`src/rtl/dff_share_arbiter.sv`:
```
// dff_share_arbiter
// Round-robin arbiter that sequences N requesters onto one shared data
// register q. The winner's data is written into q, and the winner gets a
// one-cycle registered grant.
// Optional feature macro: DFF_SHARE_ARBITER_SCRUB_EN. When it is defined, a
// free-running scrub scheduler periodically rewrites q with its own value so
// that the voted copies of the register are refreshed. That scrub cycle
// preempts arbitration.
module dff_share_arbiter #(
    parameter int N            = 4,
    parameter int W            = 8,
    parameter int SCRUB_PERIOD = 16
) (
    input  logic           c,
    input  logic           r,
    input  logic [N-1:0]   req,
    input  logic [N*W-1:0] d,
    output logic [N-1:0]   gnt,
    output logic [W-1:0]   q,
    output logic           q_vld,
    output logic           scrub,
    output logic [1:0]     st
);

    localparam int PW = (N > 1) ? $clog2(N) : 1;

    // Reject configurations the arbiter and the scrub scheduler cannot support.
    if (N < 2 || N > 16 || SCRUB_PERIOD < 2) begin : gBadParam
        $error("dff_share_arbiter: unsupported N or SCRUB_PERIOD");
    end

    typedef enum logic [1:0] {
        IDLE  = 2'd0,
        GRANT = 2'd1,
        SCRUB = 2'd2
    } state_t;

    state_t        stateReg, stateNext;
    logic [PW-1:0] ptrReg, ptrNext;
    logic [PW-1:0] winner;
    logic [N-1:0]  gntReg, gntNext;
    logic [W-1:0]  qReg, qNext;
    logic          qVldReg, qVldNext;
    logic          pendingReg;

`ifdef DFF_SHARE_ARBITER_SCRUB_EN
    localparam int CW = $clog2(SCRUB_PERIOD);

    logic [CW-1:0] scrubCntReg;
    logic          scrubReg;
    logic          cntWrap;

    assign cntWrap = (scrubCntReg == CW'(SCRUB_PERIOD - 1));

    // Free-running scrub interval counter and pending flag. A pending scrub
    // always wins the very next edge, so pending never outlives one cycle
    // unless the wrap on the servicing edge sets it again.
    always_ff @(posedge c or posedge r) begin
        if (r) begin
            scrubCntReg <= '0;
            pendingReg  <= 1'b0;
            scrubReg    <= 1'b0;
        end else begin
            scrubCntReg <= cntWrap ? '0 : scrubCntReg + 1'b1;
            pendingReg  <= cntWrap;
            scrubReg    <= (stateNext == SCRUB);
        end
    end

    assign scrub = scrubReg;
`else
    assign pendingReg = 1'b0;
    assign scrub      = 1'b0;
`endif

    // Round-robin search. Take the first request at or after ptr, wrapping mod N.
    always_comb begin
        int   idx;
        logic found;
        idx    = 0;
        found  = 1'b0;
        winner = ptrReg;
        for (int k = 0; k < N; k++) begin
            idx = int'(ptrReg) + k;
            if (idx >= N) begin
                idx = idx - N;
            end
            if (!found && req[idx]) begin
                found  = 1'b1;
                winner = PW'(idx);
            end
        end
    end

    // Next-state selection. A pending scrub beats any request.
    always_comb begin
        stateNext = IDLE;
        if (pendingReg) begin
            stateNext = SCRUB;
        end else if (|req) begin
            stateNext = GRANT;
        end
    end

    // Register updates implied by the action chosen for this edge.
    always_comb begin
        gntNext  = '0;
        qNext    = qReg;
        qVldNext = qVldReg;
        ptrNext  = ptrReg;
        unique case (stateNext)
            GRANT: begin
                gntNext[winner] = 1'b1;
                qNext           = d[int'(winner)*W +: W];
                qVldNext        = 1'b1;
                ptrNext         = (winner == PW'(N - 1)) ? '0 : winner + 1'b1;
            end
            default: begin
                // IDLE and SCRUB both leave q and ptr untouched.
            end
        endcase
    end

    // State, shared register and arbitration pointer.
    always_ff @(posedge c or posedge r) begin
        if (r) begin
            stateReg <= IDLE;
            ptrReg   <= '0;
            gntReg   <= '0;
            qReg     <= '0;
            qVldReg  <= 1'b0;
        end else begin
            stateReg <= stateNext;
            ptrReg   <= ptrNext;
            gntReg   <= gntNext;
            qReg     <= qNext;
            qVldReg  <= qVldNext;
        end
    end

    assign gnt   = gntReg;
    assign q     = qReg;
    assign q_vld = qVldReg;
    assign st    = stateReg;

endmodule

```
`config.mk`:
```
export PLATFORM = sky130hd
export DESIGN_NAME = dff_share_arbiter
export DESIGN_NICKNAME = d
export VERILOG_FILES = /design/src/rtl/dff_share_arbiter.sv
export SDC_FILE = /design/constraint.sdc
export NUM_CORES = 1
export LEC_CHECK = 0
export BUFFER_PORTS_ARGS = -buffer_cell sky130_fd_sc_hd__buf_2
export CELL_PAD_IN_SITES_DETAIL_PLACEMENT = 1
export CELL_PAD_IN_SITES_GLOBAL_PLACEMENT = 1
export CORE_AREA = 5 5 68 70
export CTS_CLUSTER_DIAMETER = 40
export DETAILED_ROUTE_END_ITERATION = 12
export DIE_AREA = 0 0 73 75
export PLACE_DENSITY = 0.79
export SLEW_MARGIN = 15
export SYNTH_ARGS = -nofsm -noshare
export SYNTH_HDL_FRONTEND = slang
export SYNTH_SLANG_ARGS = --single-unit
```
`constraint.sdc`:
```
create_clock -name c -period 2.9 [get_ports c]
set_clock_uncertainty 0.2 [all_clocks]
set_input_delay 0.58 -clock c [delete_from_list [all_inputs] [get_ports c]]
set_output_delay 0.58 -clock c [all_outputs]
set_load 0.02 [all_outputs]
```
==> results of run 1 <==
==> cells by family (layout without fill, tap and decap cells) <==
logic type,after synthesis,in the layout
compound gates,63,63
simple gates,45,45
buf+inv,32,69
flops,16,16
fa+ha+maj,1,1
other cells,1,2
==> routing by layer <==
layer | vias up | track usage (%)
met5 | - | 0
met4 | 0 | 6.352
met3 | 5 | 1.602
met2 | 42 | 25.42
met1 | 653 | 21.28
li1 | 658 | -
==> cell usage after synthesis, types with 3 or more instances <==
cell type | instances | area [um2]
nor2_1 | 10 | 37.54
clkbuf_1 | 3 | 11.26
buf_4 | 3 | 22.52
dfrtp_1 | 16 | 400.4
a211oi_1 | 8 | 60.06
o21ai_1 | 10 | 50.05
a21oi_1 | 9 | 45.04
nor2b_1 | 4 | 25.02
nand2_1 | 11 | 41.29
nand3_1 | 8 | 40.04
o211ai_1 | 9 | 67.56
buf_2 | 8 | 40.04
inv_1 | 12 | 45.04
a221oi_1 | 8 | 70.07
o311ai_0 | 8 | 70.07
buf_6 | 5 | 56.30
==> worst reg2reg max path: cells and delay by family, from the launching register on <==
kind	cells	cell delay (ps)
adders and majority gates	1	340
DFF	1	500
and+or+nand+nor	2	640
AOI/OAI and AO/OA	3	570
==> state kept, by name, summed over array words and instances (netlist names) <==
signal  count
q_vld       1
q           8
ptrReg      2
gnt         4
st          1
==> layout make-up <==
type | count | share of cell area [%]
Multi-Input combinational cell | 111 | 47.55
Clock buffer | 4 | 3.481
Tap cell | 50 | 3.956
Sequential cell | 16 | 25.32
Timing Repair Buffer | 52 | 16.61
Inverter | 13 | 3.085
==> final timing paths <==
check | from | end | cells after the start
max | req[2] | ptrReg[1] | 7
min reg2reg | q_vld | q_vld | 1
max in group asynchronous | r | q[0] | 2
min | r | q[4] | 2
min in group c | q_vld | q_vld | 1
max reg2reg | ptrReg[0] | ptrReg[1] | 6
==> per-stage QoR <==
| stage | instances | power (mW) | worst slack (ps) |
|---|---|---|---|
| final | 246 | 1.255 | 513.6 |
| after floorplan | 159 | 0.8819 | 695.7 |
| after CTS | 246 | 1.262 | 541.2 |
| after global placement | 242 | 1.036 | 374.7 |
| after global routing | 246 | 1.347 | 363.0 |
| after detailed placement | 242 | 1.061 | 262.5 |
==> power groups by stage <==
stage	combinational (mW)	clock [mW]	sequential, mW
6_report	0.656	0.200	0.400
3_5_place_dp	0.658	0	0.404
3_3_place_gp	0.636	0	0.400
5_1_grt	0.720	0.215	0.412
4_1_cts	0.658	0.203	0.400
2_1_floorplan	0.432	0	0.450
==> results.md, run 1 <==
- WL met1: 1898 um
- Number of library cell types mapped by synthesis: 38
- Largest family of logic cells by synthesized area: compound AO/OA/AOI/OAI gates
- Initial antenna violation count: 0
- Post-synthesis xor/xnor area fraction: 0%
- Cell Int Power: 671.3 uW
- Avg WL per Cell: 16.87 um
- Flops & latches, synth: 16
- Share of layout cells above drive strength 1: 33.16%
- Fin. Hold Viols: 0
- Switch Pwr: 584.1 uW
- Cell family with most CP delay: simple AND/OR/NAND/NOR gates
- Leading cell type in the layout, fill and taps excluded: buf_2
- Met3 routed WL: 189 um
- Post-Synth Adder-Cell Area: 0.9470%
- Initial drt markers: 55
- Clk pin slew, worst setup/hold paths: 60 ps
- Die area: 0.005475 mm2
- Root buf cell: clkbuf_8
- Post-synth EDFFs: 0
- Achievable Freq: 419.0 MHz
- Data arrival time of the worst path: 2310 ps
- Clk pwr share: 15.9%
- Finish-stage setup viols: 0
- Crit-path slowest cell: nor2b_1
- FP Rows: 23
- CTS tree: built
- Final min period: 2386 ps
- Top layer used by detailed routing: met4
- Chip width: 73 um
- Area after DPL: 0.001526 mm2
- Ant diodes: 0
- Slew @ Worst Pin: 755.6 ps
- Most frequent cells in the layout: buf_2, dfrtp_1, inv_1
- Crit Path Class: in2reg
- Max VDD drop: 226.9 uV
- Residual DRC count: 0
- RSZ-0062 raised after global routing: false
- PostCTS Resize Cnt: 0
- Worst EP required: 2830 ps
- Area Growth Syn to Fin: 19.70%
- Sequential Power Share: 31.9%
- Hold_buf cts: 0
- Core outline area: 0.003914 mm2
- Die Y: 75 um
- Io pins: 54
- Syn Area/Cell: 8.362 um2
- Nature of the critical path endpoint: register
- Largest net degree at the start of global routing: 19
- CTS Buf Count: 3
- Max-slew violation count: 0
- Seq. cell area: 400.4 um2
- Complex-gate fraction of the synthesized area: 36.84%
- Hold Slack: 192.2 ps
- Vias in the first global route: 1,356
- Global-route wire length before repair: 6630 um
- Fin crit share: 82.29%
- Outcome: completed
- Buf+Inv Stages, Crit Path: 1
- Port bufs: 51
- Filler cells: 517
- Detailed-route via count: 1,358
- Synthesized instance count: 158
- Netlist Area Pre-Place: 0.001321 mm2
- Clock Tree Buf Depth: 2
- Hold Path Class: in2async
- Leak Pwr: 0.7061 nW
- Worst slew margin: 49.52%
- Total GRT Usage: 15.64%
- Setup TNS: 0 ps
- CP Launch Type: input port
- DR pass1 iterations: 4
- Synth Flop Type: dfrtp_1
- CP Cell Sequence: buf_2, nor2b_1, o21a_1, a221oi_2, ha_1, nand2_1, o21ai_1
- Routability Congestion: 0.7692
- Combined area of the multi-input logic cells: 752.0 um2
- Post-synthesis mux area share: 0%
- Worst Path Max Fanout: 9
- Total gr overflow: 0
- Cell area after layout: 0.001582 mm2
- DRT antenna net count: 0
- Worst skew pair latency: 250 ps
- Asr flop ratio synth: 100.0%
- Reg2Reg Setup Slack: 530 ps
- Met2 wire length: 2007 um
- Sw Share: 46.53%
- Setup Buffers After CTS: 0
- Max-Cap Viols: 0
- DRT Wirelength: 4149 um
- Vias/cell: 5.520
- H-Tree Depth: 1
- Delay of the slowest critical-path stage: 570 ps
- Fin util: 40.41%
- Yosys warnings: 0
- Sequential area share after synthesis: 30.30%
- Dpl hpwl: 3218 um
- Pwr dens: 793.8 mW/mm2
- Initial Util: 33.76%
- Fin nets: 236
- Synth Area in Simple Gates: 18.09%
- Logic pwr share: 52.2%
- Clock Sink Count: 16
No activity file was read; power rests on OpenSTA's default activity.
==> inputs of run 2 (changes only) <==
--- a/config.mk
+++ b/config.mk
@@ -8,11 +8,11 @@
 export BUFFER_PORTS_ARGS = -buffer_cell sky130_fd_sc_hd__buf_2
 export CELL_PAD_IN_SITES_DETAIL_PLACEMENT = 1
 export CELL_PAD_IN_SITES_GLOBAL_PLACEMENT = 1
-export CORE_AREA = 5 5 68 70
+export CORE_AREA = 5 5 69 71
 export CTS_CLUSTER_DIAMETER = 40
 export DETAILED_ROUTE_END_ITERATION = 12
-export DIE_AREA = 0 0 73 75
-export PLACE_DENSITY = 0.79
+export DIE_AREA = 0 0 74 76
+export PLACE_DENSITY = 0.77
 export SLEW_MARGIN = 15
 export SYNTH_ARGS = -nofsm -noshare
 export SYNTH_HDL_FRONTEND = slang
==> constraint.sdc (replaced) <==
create_clock -name c -period 2.3 [get_ports c]
set_clock_uncertainty 0.2 [all_clocks]
set_input_delay 0.46 -clock c [delete_from_list [all_inputs] [get_ports c]]
set_output_delay 0.46 -clock c [all_outputs]
set_load 0.02 [all_outputs]
==> run 2 against run 1 <==
Core utilization fell by 0.84 points. Combinational power rose by 39%. Non-clock buffer count rose by 9. Hold slack got worse by 120 ps. Register-to-register slack got worse by 310 ps. Global-route usage fell by 0.40 points. Clock power rose by 26%. Setup slack got worse by 300 ps. Final cell count rose by 4.5%. Critical path type is now reg2reg. Largest cell class unchanged. Largest power group unchanged.
==> results.md, run 2 (synthesis gave the netlist of run 1 again) <==
- Detailed-route via count: 1,385 (+2.0%)
- Fin worst setup slack: 217.1 ps (-296.5 ps)
- Finish-stage setup viols: 0 (unchanged)
- Total GRT Usage: 15.24% (-0.40 points)
- H-Tree Depth: 1 (unchanged)
- Routability Congestion: 0.7804 (+1.5%)
- Vias/cell: 5.389 (-2.4%)
- Total gr overflow: 0 (unchanged)
- Initial Util: 31.65% (-2.1 points)
- Non-Filler Instances: 257 (+4.5%)
- Worst slew margin: 58.87% (+9.4 points)
- Area after DPL: 0.001597 mm2 (+4.6%)
- WL met1: 1846 um (-2.7%)
- Top layer used by detailed routing: met4
- Avg WL per Cell: 16.18 um (-4.1%)
- Root buf cell: clkbuf_8
- Data arrival time of the worst path: 2010 ps (-300 ps)
- DRT antenna net count: 0 (unchanged)
- RSZ-0062 raised after global routing: false
- Nature of the critical path endpoint: register
- Port bufs: 51 (unchanged)
- Max-Cap Viols: 0 (unchanged)
- Chip width: 74 um (+1.4%)
- Placed cell count: 253 (+4.5%)
- DR pass1 iterations: 4 (unchanged)
- Clock Tree Buf Depth: 2 (unchanged)
- Met2 wire length: 1930 um (-3.8%)
- Worst skew pair latency: 250 ps (about the same)
- Vias in the first global route: 1,498 (+10%)
- Filler cells: 539 (+4.3%)
- Max reg flops: 8 (unchanged)
- Setup Buffers After CTS: 0 (unchanged)
- Clock Sink Count: 16 (unchanged)
- Dpl ws: 200.5 ps (-61.95 ps)
- Crit Path Class: reg2reg
- Core outline area: 0.004174 mm2 (+6.6%)
- PostCTS Resize Cnt: 0 (unchanged)
- Cell area after layout: 0.001652 mm2 (+4.4%)
- Io pins: 54 (unchanged)
- CP Cell Sequence: nor2b_1, o2bb2ai_2, a221oi_2, ha_1, nand2_1, o21ai_1
- Share of layout cells above drive strength 1: 36.10% (+2.9 points)
- Setup TNS: 0 ps (unchanged)
- Leak Pwr: 0.7508 nW (+6.3%)
- Reg2Reg Setup Slack: 220 ps (-310 ps)
- Fin. Hold Viols: 0 (unchanged)
- Residual DRC count: 0 (unchanged)
- Fin nets: 245 (+3.8%)
- Pwr dens: 996.8 mW/mm2 (+26%)
- Outcome: completed
- Die area: 0.005624 mm2 (+2.7%)
- CP Launch Type: register
- Dpl hpwl: 3339 um (+3.8%)
- Achievable Freq: 480.1 MHz
- Die Y: 76 um (+1.3%)
- Leading cell type in the layout, fill and taps excluded: buf_2
- Delay of the slowest critical-path stage: 580 ps (about the same)
- Met3 routed WL: 333 um (+76%)
- FP Rows: 24 (+4.3%)
- Worst Path Max Fanout: 11 (+2)
- Max VDD drop: 246.1 uV (+8.5%)
- Most frequent cells in the layout: buf_2, dfrtp_1, inv_1
- Ant diodes: 0 (unchanged)
- Crit-path slowest cell: dfrtp_1
- Clk pin slew, worst setup/hold paths: 60 ps (about the same)
- Worst EP required: 2230 ps (-600 ps)
- Hold_buf cts: 0 (unchanged)
- Global-route wire length before repair: 6969 um (+5.1%)
- Initial drt markers: 55 (unchanged)
- DRT Wirelength: 4158 um (+0.22%)
- CTS tree: built
- Largest net degree at the start of global routing: 19 (unchanged)
- Fin crit share: 90.56%
- Final min period: 2083 ps
- Area Growth Syn to Fin: 25.00%
- Max-slew violation count: 0 (unchanged)
- Hold Path Class: in2async
- Initial antenna violation count: 0 (unchanged)
- Slew @ Worst Pin: 616.2 ps (-139.4 ps)
- Fin util: 39.57% (-0.84 points)
- CTS Buf Count: 3 (unchanged)
## run 2: cell types whose count changed in the layout (fill, tap and decap cells not counted)
| cell | change |
|---|---|
| buf_4 | +9 |
## run 2: worst paths after layout
| path | from | endpoint | cells after the start |
|---|---|---|---|
| setup / recovery | ptrReg[0] | ptrReg[1] | 6 |
| hold reg to reg | q_vld | q_vld | 1 |
| setup reg to reg | ptrReg[0] | ptrReg[1] | 6 |
| max in group asynchronous | r | st[0] | 2 |
| min in group c | q_vld | q_vld | 1 |
| hold / removal | r | ptrReg[0] | 2 |
## run 2: layer usage
metal	up-vias	global-route usage (%)
met5	-	0
met2	54	25.27
met3	5	1.583
met4	0	3.804
li1	674	-
met1	652	20.79
## run 2: where the power goes
group / switching (mW) / leakage (nW) / internal, mW
Clock: 0.0997 / 0.0288 / 0.152
Combinational: 0.548 / 0.534 / 0.363
Sequential: 0.0905 / 0.188 / 0.393
## run 2: area by class of cell
cell class	instances	area [um2]	share of cell area (%)
inverter	13	48.80	2.955
timing repair buffer	61	330.3	20.00
sequential	16	400.4	24.24
clock buffer	4	55.05	3.333
tap	52	65.06	3.939
multi-input combinational	111	752.0	45.53
## run 2: critical path: cells and delay by family, from the launching register on
family	cells	cell delay, ps
DFF	1	580
AOI/OAI and AO/OA	3	550
and+or+nand+nor	2	350
adders and majority gates	1	270
## run 2: stage by stage
stage               hold WS, ps  power, mW
finish                    73.47      1.646
global route              139.9      1.764
CTS                       100.9      1.665
detailed placement        257.4      1.413
global placement          243.3      1.378
floorplan                 173.7      1.112
